[src/rtl/sd_spi_master_if.sv]
// Bundle between the AVR/Z80 requesters and the SD-card SPI master, plus the card pins.
interface sd_spi_master_if;
  logic       avr_lock;
  logic       avr_cs_n;
  logic       avr_start;
  logic [7:0] avr_datain;
  logic [7:0] avr_dataout;
  logic       avr_lock_ack;
  logic       zx_cs_n;
  logic       zx_start;
  logic [7:0] zx_datain;
  logic [7:0] zx_dataout;
  logic       busy;
  logic       sdclk;
  logic       sddo;
  logic       sddi;
  logic       sdcs_n;

  modport slave (
    input  avr_lock, avr_cs_n, avr_start, avr_datain,
    input  zx_cs_n, zx_start, zx_datain, sddi,
    output avr_dataout, avr_lock_ack, zx_dataout,
    output busy, sdclk, sddo, sdcs_n
  );

  modport master (
    output avr_lock, avr_cs_n, avr_start, avr_datain,
    output zx_cs_n, zx_start, zx_datain, sddi,
    input  avr_dataout, avr_lock_ack, zx_dataout,
    input  busy, sdclk, sddo, sdcs_n
  );
endinterface

[src/rtl/sd_spi_master.sv]
// SD-card SPI master (mode 0, MSB first) shared by an AVR and a Z80 requester,
// arbitrated by the AVR lock bit with ownership changing only between bytes.
module sd_spi_master #(
  parameter int unsigned HALF = 2
) (
  input logic            fclk,
  input logic            rst_n,
  sd_spi_master_if.slave sd
);

  typedef enum logic {IDLE, XFER} state_t;

  localparam logic [3:0] HLAST = 4'(HALF - 1);

  state_t     r_state;
  logic       r_owner;
  logic       r_req;
  logic       r_busy;
  logic       r_sdclk;
  logic       r_sddo;
  logic       r_sdcs_n;
  logic [6:0] r_shift;
  logic [7:0] r_rx;
  logic [7:0] r_avr_dout;
  logic [7:0] r_zx_dout;
  logic [3:0] r_hcnt;
  logic [3:0] r_phase;

  logic       w_lock_change;
  logic       w_start;
  logic [7:0] w_datain;

  always_comb begin
    w_lock_change = (sd.avr_lock != r_owner);
    w_start       = r_owner ? sd.avr_start  : sd.zx_start;
    w_datain      = r_owner ? sd.avr_datain : sd.zx_datain;
  end

  // The shifter holds only the bits not yet on sddo; bit 7 goes straight to sddo on accept.
  always_ff @(posedge fclk or negedge rst_n) begin
    if (!rst_n) begin
      r_state    <= IDLE;
      r_owner    <= 1'b0;
      r_req      <= 1'b0;
      r_busy     <= 1'b0;
      r_sdclk    <= 1'b0;
      r_sddo     <= 1'b1;
      r_sdcs_n   <= 1'b1;
      r_shift    <= '1;
      r_rx       <= '1;
      r_avr_dout <= '1;
      r_zx_dout  <= '1;
      r_hcnt     <= '0;
      r_phase    <= '0;
    end else begin
      case (r_state)
        IDLE: begin
          r_sdcs_n <= r_owner ? sd.avr_cs_n : sd.zx_cs_n;
          if (w_lock_change) begin
            r_owner <= sd.avr_lock;
          end else if (w_start) begin
            r_state <= XFER;
            r_busy  <= 1'b1;
            r_shift <= w_datain[6:0];
            r_sddo  <= w_datain[7];
            r_hcnt  <= '0;
            r_phase <= '0;
            r_req   <= r_owner;
          end
        end
        XFER: begin
          if (r_hcnt == HLAST) begin
            r_hcnt  <= '0;
            r_phase <= r_phase + 4'd1;
            if (!r_phase[0]) begin
              r_sdclk <= 1'b1;
              r_rx    <= {r_rx[6:0], sd.sddi};
            end else begin
              r_sdclk <= 1'b0;
              r_shift <= {r_shift[5:0], 1'b1};
              r_sddo  <= r_shift[6];
              if (r_phase == 4'd15) begin
                r_state <= IDLE;
                r_busy  <= 1'b0;
                r_sddo  <= 1'b1;
                if (r_req) r_avr_dout <= r_rx;
                else       r_zx_dout  <= r_rx;
              end
            end
          end else begin
            r_hcnt <= r_hcnt + 4'd1;
          end
        end
        default: r_state <= IDLE;
      endcase
    end
  end

  assign sd.avr_dataout  = r_avr_dout;
  assign sd.avr_lock_ack = r_owner;
  assign sd.zx_dataout   = r_zx_dout;
  assign sd.busy         = r_busy;
  assign sd.sdclk        = r_sdclk;
  assign sd.sddo         = r_sddo;
  assign sd.sdcs_n       = r_sdcs_n;

endmodule
[src/flat_wrapper.sv]
// flat-port wrapper written by rule: the top's interface ports become plain ports
module sd_spi_master_flat 
#(
  parameter int unsigned HALF = 2
)
  (fclk, rst_n, sd_avr_lock, sd_avr_cs_n, sd_avr_start, sd_avr_datain, sd_zx_cs_n, sd_zx_start, sd_zx_datain, sd_sddi, sd_avr_dataout, sd_avr_lock_ack, sd_zx_dataout, sd_busy, sd_sdclk, sd_sddo, sd_sdcs_n);
  sd_spi_master_if sd_i ();
  input logic fclk;
  input logic rst_n;
  input wire logic [$bits(sd_i.avr_lock)-1:0] sd_avr_lock;
  input wire logic [$bits(sd_i.avr_cs_n)-1:0] sd_avr_cs_n;
  input wire logic [$bits(sd_i.avr_start)-1:0] sd_avr_start;
  input wire logic [$bits(sd_i.avr_datain)-1:0] sd_avr_datain;
  input wire logic [$bits(sd_i.zx_cs_n)-1:0] sd_zx_cs_n;
  input wire logic [$bits(sd_i.zx_start)-1:0] sd_zx_start;
  input wire logic [$bits(sd_i.zx_datain)-1:0] sd_zx_datain;
  input wire logic [$bits(sd_i.sddi)-1:0] sd_sddi;
  output wire logic [$bits(sd_i.avr_dataout)-1:0] sd_avr_dataout;
  output wire logic [$bits(sd_i.avr_lock_ack)-1:0] sd_avr_lock_ack;
  output wire logic [$bits(sd_i.zx_dataout)-1:0] sd_zx_dataout;
  output wire logic [$bits(sd_i.busy)-1:0] sd_busy;
  output wire logic [$bits(sd_i.sdclk)-1:0] sd_sdclk;
  output wire logic [$bits(sd_i.sddo)-1:0] sd_sddo;
  output wire logic [$bits(sd_i.sdcs_n)-1:0] sd_sdcs_n;
  assign sd_i.avr_lock = sd_avr_lock;
  assign sd_i.avr_cs_n = sd_avr_cs_n;
  assign sd_i.avr_start = sd_avr_start;
  assign sd_i.avr_datain = sd_avr_datain;
  assign sd_i.zx_cs_n = sd_zx_cs_n;
  assign sd_i.zx_start = sd_zx_start;
  assign sd_i.zx_datain = sd_zx_datain;
  assign sd_i.sddi = sd_sddi;
  assign sd_avr_dataout = sd_i.avr_dataout;
  assign sd_avr_lock_ack = sd_i.avr_lock_ack;
  assign sd_zx_dataout = sd_i.zx_dataout;
  assign sd_busy = sd_i.busy;
  assign sd_sdclk = sd_i.sdclk;
  assign sd_sddo = sd_i.sddo;
  assign sd_sdcs_n = sd_i.sdcs_n;
  sd_spi_master #(.HALF(HALF)) u_core (.fclk(fclk), .rst_n(rst_n), .sd(sd_i));
endmodule
[config.mk]
export PLATFORM = sky130hd
export DESIGN_NAME = sd_spi_master_flat
export DESIGN_NICKNAME = d
export VERILOG_FILES = /design/src/rtl/sd_spi_master_if.sv /design/src/rtl/sd_spi_master.sv /design/src/flat_wrapper.sv
export SDC_FILE = /design/constraint.sdc
export NUM_CORES = 1
export LEC_CHECK = 0
export CELL_PAD_IN_SITES_DETAIL_PLACEMENT = 0
export CELL_PAD_IN_SITES_GLOBAL_PLACEMENT = 2
export CORE_MARGIN = 2
export CORE_UTILIZATION = 37
export DETAILED_ROUTE_END_ITERATION = 6
export GPL_TIMING_DRIVEN = 0
export PLACE_DENSITY_LB_ADDON = 0.12
export SLEW_MARGIN = 25
export SYNTH_ARGS = -nofsm -noshare
export SYNTH_HDL_FRONTEND = slang
export SYNTH_SLANG_ARGS = --single-unit
[constraint.sdc]
create_clock -name fclk -period 3.6 [get_ports fclk]
set_clock_uncertainty 0.05 [all_clocks]
set_input_delay 0.72 -clock fclk [delete_from_list [all_inputs] [get_ports fclk]]
set_output_delay 0.72 -clock fclk [all_outputs]
set_load 0.02 [all_outputs]
==> out/metrics.cfg, run 1 <==
[run_status]
status=completed

[sta]
maxSlewViolCount=0
setup_viol=0
finalHoldViolations=0
finalSetupTns_ns=0
slew_headroom_pct=49.0
max_freq_mhz=455
fin_crit_ns=2.20
tightest_slew_ns=0.761
hold_slack_ns=0.321
worst_slack_ns=1.40
rsz0062_at_grt=false
period_share_pct=61.1

[layout]
fillers=505
layout-drive-gt1-share_pct=39.4
antenna_cells=0
area_growth_pct=29.1
nets=244
multi_input_area_um2=908
post-route-util_pct=50.3
seqCellArea_mm2=0.00119
fin_cells=290

[synthesis]
syn_area_mm2=0.00217
syn_avg_cell_area_um2=13.2
synth_common_cells=33 x dfstp_2, 26 x mux2_2, 13 x dfrtp_1, 13 x nand2_1
synth_edf_count=0
synth_top_cell_area_share_pct=39.9
seq_area_frac_synth_pct=54.9
synthAdderAreaFrac_pct=1.73
async_flop_share_pct=100
synthSimpleGateAreaFrac_pct=8.99
yosysUniqueCellTypes=41
syn_inst=165
synthTopCellsByArea=dfstp_2 40%, dfrtp_1 15%, mux2_2 13%
synth_top_area_cell=dfstp_2
ys_warn_count=0
synth_xor_area_share_pct=0.807
synth.most_common_cell=dfstp_2
syn_nets=192
synth_ff_type=dfstp_2
synth_top_family_by_area=multiplexers
ys_ff_latch=46
synthMuxAreaShare_pct=22.9
synth_compound_area_share_pct=7.38

[detailed_routing]
drt.antenna.violating_nets=0
vias=1461
drt-total-wl_um=4330
viasPerCell=5.04
wl_per_cell_um=14.9
drcViolationCount=0
dr.pass1.iters=4
first_iter_violations=55

[worst_setup_path]
max_stage_delay_ns=0.60
slowest_stage=clkdlybuf4s50_1
critPathMaxFanout=2
crit_chain=clkdlybuf4s50_1
cp_num_buf_inv=1
cp_top_family=buffers and inverters
cp_data_required_time_ns=2.83
cp-start-kind=flip-flop
cp.arrival_ns=1.43
reg2reg_slack_ns=1.47
r2r_cells=6
criticalPathCategory=reg -> out
worstSetupEndpointType=output pin
cp_num_cells=1
r2r-start=u_core.r_hcnt[1]
startpoint=u_core.sd.zx_dataout[0]
r2r-end=u_core.sd.zx_dataout[6]

[floorplan]
io_pins=45
start_util_pct=38.9
num_rows=27
die_height_um=80.6
die_area_mm2=0.00650
die_w_um=80.6
core_mm2=0.00557

[pwr]
switching_power_uw=548
pwr_density_cell_mw_per_mm2=624
p_leak_uw=0.00120
internal_power_uw=1200
power_frac_comb_pct=34.5
p_clk_share_pct=17.7
vdd_ir_drop_max_mv=0.305
sw_frac_of_total_pct=31.4
p_seq_share_pct=47.7

[worst_hold_path]
hold_class=in -> async

[global_routing]
grt_pass1_wl_um=7260
gr-total-overflow=0
antenna_found_initial=0
grt.total_usage_pct=14.5
grt_pass1_vias=1505
grt_max_degree=29

[clocking]
clock-sinks=46
cts_buffer_depth=2
postCtsSetupBuffers=0
htreeDepth=2
cts_tree=yes
clk_pin_slew_ns=0.09
clockRootBuffer=clkbuf_8
clock_latency_ns=0.29
cts_made_buffers=5
cts_hold_buf=0
ctsResizeCount=0

[placement]
dp_slack_ns=1.12
port_buffers=44
placed_cells=282
gp_congestion=0.754
place_hpwl_um=3120

[job]
drv_cap=0

==> cell families after synthesis <==
family / count (synthesis)
buf+inv: 14
fa+ha+maj: 3
compound gates: 24
mux: 43
xor+xnor: 2
simple gates: 33
flops: 46
==> flip-flops by register name, indices dropped and copies added (netlist names) <==
signal                  count
u_core.sd.avr_lock_ack      1
u_core.r_req                1
u_core.r_state              1
u_core.r_shift              7
u_core.sd.sdcs_n            1
u_core.r_rx                 8
u_core.r_phase              4
u_core.sd.zx_dataout        8
u_core.sd.avr_dataout       8
u_core.sd.sdclk             1
u_core.r_hcnt               4
u_core.sd.sddo              1
u_core.sd.busy              1
==> cells in the final DEF, fill, tap and decap left out, types with 2 or more instances in the layout <==
cell type,count
nand4_1,2
ha_1,3
dfstp_2,33
dfrtp_1,13
mux2_2,26
clkbuf_8,5
and3_1,2
nand2_1,13
clkdlybuf4s50_1,43
buf_2,3
nand3_1,3
clkbuf_1,5
o21ai_0,10
mux2i_1,10
nor2_1,2
a31o_2,2
inv_1,6
buf_6,2
mux2_4,7
a31oi_1,2
==> metrics by stage <==
step                      total power (uW)  area [um^2]
after floorplan                       1260         2170
after global placement                1430         2700
after detailed placement              1460         2720
after CTS                             1780         2800
after global routing                  1880         2800
final                                 1750         2800
==> power groups by stage <==
stage / Combinational, uW / Clock (uW) / Sequential, uW
detailed placement: 613 / 0 / 842
CTS: 615 / 327 / 835
floorplan: 411 / 0 / 850
global route: 667 / 352 / 860
finish: 604 / 310 / 835
global placement: 592 / 0 / 834
==> layout make-up <==
cell class              instances  share of cell area (%)
well taps                      72                    3.21
plain buffers                   8                    1.70
inverters                       6                   0.804
multi-input cells             105                    32.4
repair buffers                 45                    16.2
flip-flops and latches         46                    42.5
clock inverters                 2                   0.491
clock buffers                   6                    2.59
==> routing by layer <==
layer  vias to the layer above  wire (um)  global-route usage [%]  share of wire, %
met5                         -          0                       0                 0
met4                         0         30                    3.90              0.69
met3                         4        184                    3.82               4.3
met2                        25       2180                    24.3                50
met1                       735       1930                    18.5                45
li1                        697          -                       -                 -
==> how the worst max path moves through the flow <==
stage | slack (ns) | to
after global placement | 0.55 | u_core.sd.sdclk
after floorplan | 1.72 | u_core.r_shift[1]
final | 1.40 | sd_zx_dataout[0]
after detailed placement | 1.12 | u_core.r_shift[5]
after global routing | 1.30 | u_core.sd.zx_dataout[3]
after CTS | 1.38 | sd_zx_dataout[4]
(Power assumes the default switching activity.)
==> run 2: changes to the inputs <==
CORE_UTILIZATION = 34   (was 37)
clock period = 2.15 ns   (was 3.6 ns; I/O delays follow)
==> run 2 against run 1 <==
Compared with the run above:
- combinational power rose by 71%
- core utilization down 5.2 points
- register-to-register slack worse by 1.3 ns
- clock power up 76%
- via count is essentially flat
- worst setup slack got worse by 1.2 ns
- sequential share of layout area fell by 0.40 points
- sequential power is 68% higher
- global-route usage is 0.33 points lower
- critical path depth increased by 4
- die area is 8.4% higher
- routed wire length grew 5.0%
==> out/metrics.cfg, run 2 (synthesized netlist as in run 1, its figures left out) <==
[run_status]
status=completed

[detailed_routing]
drcViolationCount=0  ; unchanged
drt-total-wl_um=4540  ; +5.0%
viasPerCell=4.96  ; -1.6%
dr.pass1.iters=4  ; unchanged
drt.antenna.violating_nets=0  ; unchanged
vias=1462  ; +0.068%
first_iter_violations=77  ; +40%
wl_per_cell_um=15.4  ; +3.2%

[global_routing]
grt.total_usage_pct=14.2  ; -0.33 points
grt_pass1_wl_um=7990  ; +10%
gr-total-overflow=0  ; unchanged
grt_pass1_vias=1626  ; +8.0%
grt_max_degree=25  ; -14%
antenna_found_initial=0  ; unchanged

[floorplan]
start_util_pct=34.6  ; -4.4 points
io_pins=45  ; unchanged
die_area_mm2=0.00704  ; +8.4%
die_height_um=83.9  ; +4.1%
num_rows=29  ; +7.4%
core_mm2=0.00628  ; +13%
die_w_um=83.9  ; +4.1%

[pwr]
power_uw=2970  ; +70%
vdd_ir_drop_max_mv=0.343  ; +12%
p_leak_uw=0.00120  ; -0.14%
pwr_density_cell_mw_per_mm2=1050  ; +68%

[worst_setup_path]
cp_num_buf_inv=1  ; unchanged
crit_chain=inv_1 -> ha_1 -> and4bb_2 -> nand4_1 -> mux2_2
startpoint=u_core.r_hcnt[1]
criticalPathCategory=reg -> reg
cp.arrival_ns=2.17  ; +0.74 ns
max_stage_delay_ns=0.45  ; -0.15 ns
cp_data_required_time_ns=2.34  ; -0.49 ns
cp_top_family=simple AND/OR/NAND/NOR gates
critPathMaxFanout=8  ; +6
r2r-start=u_core.r_hcnt[1]
worstSetupEndpointType=flip-flop
cp-start-kind=flip-flop
slowest_stage=nand4_1

[clocking]
clk_pin_slew_ns=0.09  ; about the same
postCtsSetupBuffers=0  ; unchanged
htreeDepth=2  ; unchanged
cts_hold_buf=0  ; unchanged
clock_latency_ns=0.30  ; about the same
cts_made_buffers=5  ; unchanged
clockRootBuffer=clkbuf_8
clock-sinks=46  ; unchanged
cts_buffer_depth=2  ; unchanged
cts_tree=yes

[layout]
area_growth_pct=30.3
final_area_mm2=0.00283  ; +0.94%
layout_common_cells=43 x clkdlybuf4s50_1, 33 x dfstp_2, 26 x mux2_2
fillers=603  ; +19%
antenna_cells=0  ; unchanged
seqCellArea_mm2=0.00119  ; unchanged
nets=244  ; unchanged
post-route-util_pct=45.1  ; -5.2 points
multi_input_area_um2=915  ; +0.69%
layout-drive-gt1-share_pct=39.9  ; +0.46 points
layout_commonest_cell=clkdlybuf4s50_1

[sta]
period_share_pct=92.3
tightest_slew_ns=0.579  ; -0.182 ns
rsz0062_at_grt=false
max_freq_mhz=504
maxSlewViolCount=0  ; unchanged
finalSetupTns_ns=0  ; unchanged
hold_slack_ns=0.0746  ; -0.247 ns
finalHoldViolations=0  ; unchanged
fin_crit_ns=1.99
setup_viol=0  ; unchanged
slew_headroom_pct=61.4  ; +12 points

[worst_hold_path]
hold_class=in -> async

[placement]
placed_area_mm2=0.00273  ; +0.51%
place_hpwl_um=3210  ; +3.0%
gp_congestion=0.792  ; +4.9%
port_buffers=44  ; unchanged

[job]
drv_cap=0  ; unchanged

run 2: layout make-up:
type / count / share of cell area (%)
flip-flops and latches: 46 / 42.1
multi-input cells: 105 / 32.3
repair buffers: 45 / 16.4
well taps: 77 / 3.41
clock buffers: 5 / 2.43
plain buffers: 8 / 1.68
clock inverters: 3 / 0.840
inverters: 6 / 0.796
run 2: final timing paths:
kind                                       endpoint  depth (start not counted)  slack [ns]
setup / recovery           u_core.sd.avr_dataout[2]                          5        0.16
hold / removal               u_core.sd.avr_lock_ack                          1        0.07
setup reg to reg           u_core.sd.avr_dataout[2]                          5        0.16
hold reg to reg                     u_core.sd.sdclk                          1        0.44
max in group asynchronous            u_core.r_rx[7]                          2        1.39
min in group fclk                   u_core.sd.sdclk                          1        0.44
run 2: through the flow:
step	worst slack, ns	instances
4_1_cts	0.0369	295
2_1_floorplan	0.331	165
5_1_grt	0.00459	295
6_report	0.165	295
3_3_place_gp	-0.632	286
3_5_place_dp	-0.0550	287
run 2: what timing repair did:
item,CTS,global route
endpoints found under the hold margin,0,0
resized for setup,0,1
endpoints found under the setup margin,0,8
run 2: worst register-to-register path: cells and delay by family (launching register included):
| family | cells | cell delay (ns) |
|---|---|---|
| simple gates | 2 | 0.76 |
| mux | 1 | 0.45 |
| flops | 1 | 0.42 |
| fa+ha+maj | 1 | 0.17 |
| buf+inv | 1 | 0.07 |
run 2: layer usage:
layer	track usage, %	part of all wire, %	vias up
met5	0	0	-
met4	4.40	1.6	0
met3	4.06	4.9	8
met2	22.6	47	38
met1	18.6	47	720
li1	-	-	696
run 2: report_power, final:
| part | internal [uW] | switching, uW |
|---|---|---|
| combinational | 574 | 453 |
| clock | 233 | 313 |
| sequential | 1210 | 192 |
==> run 3: changes to the inputs <==
RECOVER_POWER = 50   (was default)
==> run 3 against run 2 <==
Compared with the run above:
- fmax down 2.4%
- final area is 1.0% lower
- sequential share of layout area rose by 0.43 points
- worst setup slack worse by 0.050 ns
==> out/metrics.cfg, run 3 (synthesized netlist as in run 1, its figures left out) <==
[detailed_routing]
drt.antenna.violating_nets=0  ; unchanged
first_iter_violations=75  ; -2.6%
vias=1467  ; +0.34%
wl_per_cell_um=15.4  ; about the same
drcViolationCount=0  ; unchanged
drt-total-wl_um=4540  ; about the same
viasPerCell=4.97  ; +0.34%
dr.pass1.iters=4  ; unchanged

[worst_setup_path]
criticalPathCategory=in -> reg
reg2reg_slack_ns=0.16  ; about the same
cp.arrival_ns=2.22  ; +0.05 ns
max_stage_delay_ns=0.63  ; +0.18 ns
slowest_stage=dlygate4sd3_1
cp_num_buf_inv=2  ; +1
critPathMaxFanout=8  ; unchanged
cp-start-kind=input pin
crit_chain=dlygate4sd3_1 -> or4b_1 -> o211a_1 -> buf_6 -> mux2_4
worstSetupEndpointType=flip-flop
cp_top_family=buffers and inverters
cp_data_required_time_ns=2.34  ; about the same

[pwr]
power_uw=2970  ; -0.19%
switching_power_uw=959  ; about the same
internal_power_uw=2010  ; -0.33%
pwr_density_cell_mw_per_mm2=1060  ; +0.84%
p_seq_share_pct=47.2  ; about the same
vdd_ir_drop_max_mv=0.343  ; about the same
p_leak_uw=0.00119  ; -1.3%
sw_frac_of_total_pct=32.3  ; +0.092 points
power_frac_comb_pct=34.3  ; -0.2 points
p_clk_share_pct=18.4  ; about the same

[sta]
slew_headroom_pct=16.3  ; -45 points
period_share_pct=94.7  ; +2.3 points
maxSlewViolCount=0  ; unchanged
fin_crit_ns=2.04  ; +0.0499 ns
finalHoldViolations=0  ; unchanged
finalSetupTns_ns=0  ; unchanged
rsz0062_at_grt=false
setup_viol=0  ; unchanged
tightest_slew_ns=1.25  ; +0.675 ns
hold_slack_ns=0.328  ; +0.253 ns
max_freq_mhz=491  ; -2.4%

[run_status]
status=completed

[clocking]
clk_pin_slew_ns=0.09  ; about the same
clock-sinks=46  ; unchanged
cts_tree=yes
cts_made_buffers=5  ; unchanged
htreeDepth=2  ; unchanged
cts_buffer_depth=2  ; unchanged
cts_hold_buf=0  ; unchanged
clock_latency_ns=0.30  ; about the same
clockRootBuffer=clkbuf_8

[job]
drv_cap=0  ; unchanged

[floorplan]
die_w_um=83.9  ; unchanged
start_util_pct=34.6  ; unchanged
die_area_mm2=0.00704  ; unchanged
num_rows=29  ; unchanged
die_height_um=83.9  ; unchanged
io_pins=45  ; unchanged
core_mm2=0.00628  ; unchanged

[placement]
placed_cells=287  ; unchanged
port_buffers=44  ; unchanged
gp_congestion=0.792  ; unchanged
place_hpwl_um=3210  ; unchanged

[worst_hold_path]
hold_class=in -> async

[global_routing]
grt_pass1_wl_um=7990  ; unchanged
grt.total_usage_pct=14.2  ; unchanged
gr-total-overflow=0  ; unchanged
antenna_found_initial=0  ; unchanged
grt_max_degree=25  ; unchanged
grt_pass1_vias=1626  ; unchanged

[layout]
fin_cells=295  ; unchanged
layout_common_cells=42 x clkdlybuf4s50_1, 33 x dfstp_2, 26 x mux2_2
area_growth_pct=29.0
fillers=606  ; +0.50%
layout-drive-gt1-share_pct=38.5  ; -1.4 points
post-route-util_pct=44.6  ; -0.46 points
layout_commonest_cell=clkdlybuf4s50_1
antenna_cells=0  ; unchanged
nets=244  ; unchanged

==> run 3: repair_timing <==
item,4_1_cts,5_1_grt
resized for setup,0,1
endpoints found under the setup margin,0,8
buffers inserted,0,0
==> run 3: stage by stage <==
| stage | area (um^2) | setup slack [ns] |
|---|---|---|
| after floorplan | 2170 | 0.331 |
| after global placement | 2710 | -0.632 |
| after detailed placement | 2730 | -0.0550 |
| after CTS | 2820 | 0.0369 |
| after global routing | 2800 | 0.00459 |
| final | 2800 | 0.115 |
==> run 3: path summary, 6_finish.rpt <==
check | end | depth (start not counted) | from
worst max-delay path | u_core.r_shift[4] | 5 | sd_avr_lock
worst min-delay path | u_core.sd.avr_lock_ack | 1 | rst_n
worst max register to register | u_core.sd.avr_dataout[2] | 5 | u_core.r_hcnt[1]
worst min register to register | u_core.sd.sdclk | 1 | u_core.sd.sdclk
max in group asynchronous | u_core.r_rx[7] | 2 | rst_n
min in group fclk | u_core.sd.sdclk | 1 | u_core.sd.sdclk
==> run 3: area by class of cell <==
| class | instances | area, um^2 | area share, % |
|---|---|---|---|
| Clock inverter | 3 | 23.8 | 0.849 |
| Multi-Input combinational cell | 105 | 911 | 32.5 |
| Sequential cell | 46 | 1190 | 42.6 |
| Inverter | 6 | 22.5 | 0.804 |
| Buffer | 8 | 46.3 | 1.65 |
| Timing Repair Buffer | 45 | 439 | 15.7 |
| Tap cell | 77 | 96.3 | 3.44 |
| Clock buffer | 5 | 68.8 | 2.46 |
==> run 3: power groups by stage <==
stage | Sequential (uW) | Combinational (uW) | Clock, uW
detailed placement | 1410 | 1040 | 0
floorplan | 1420 | 688 | 0
global route | 1440 | 1140 | 616
CTS | 1400 | 1040 | 580
global placement | 1400 | 1000 | 0
finish | 1400 | 1020 | 547
==> run 3: layer usage <==
metal	track usage (%)	vias to the layer above	wire length, um
met5	0	-	0
met4	4.40	0	73
met3	4.06	8	222
met2	22.6	40	2130
met1	18.6	722	2110
li1	-	697	-
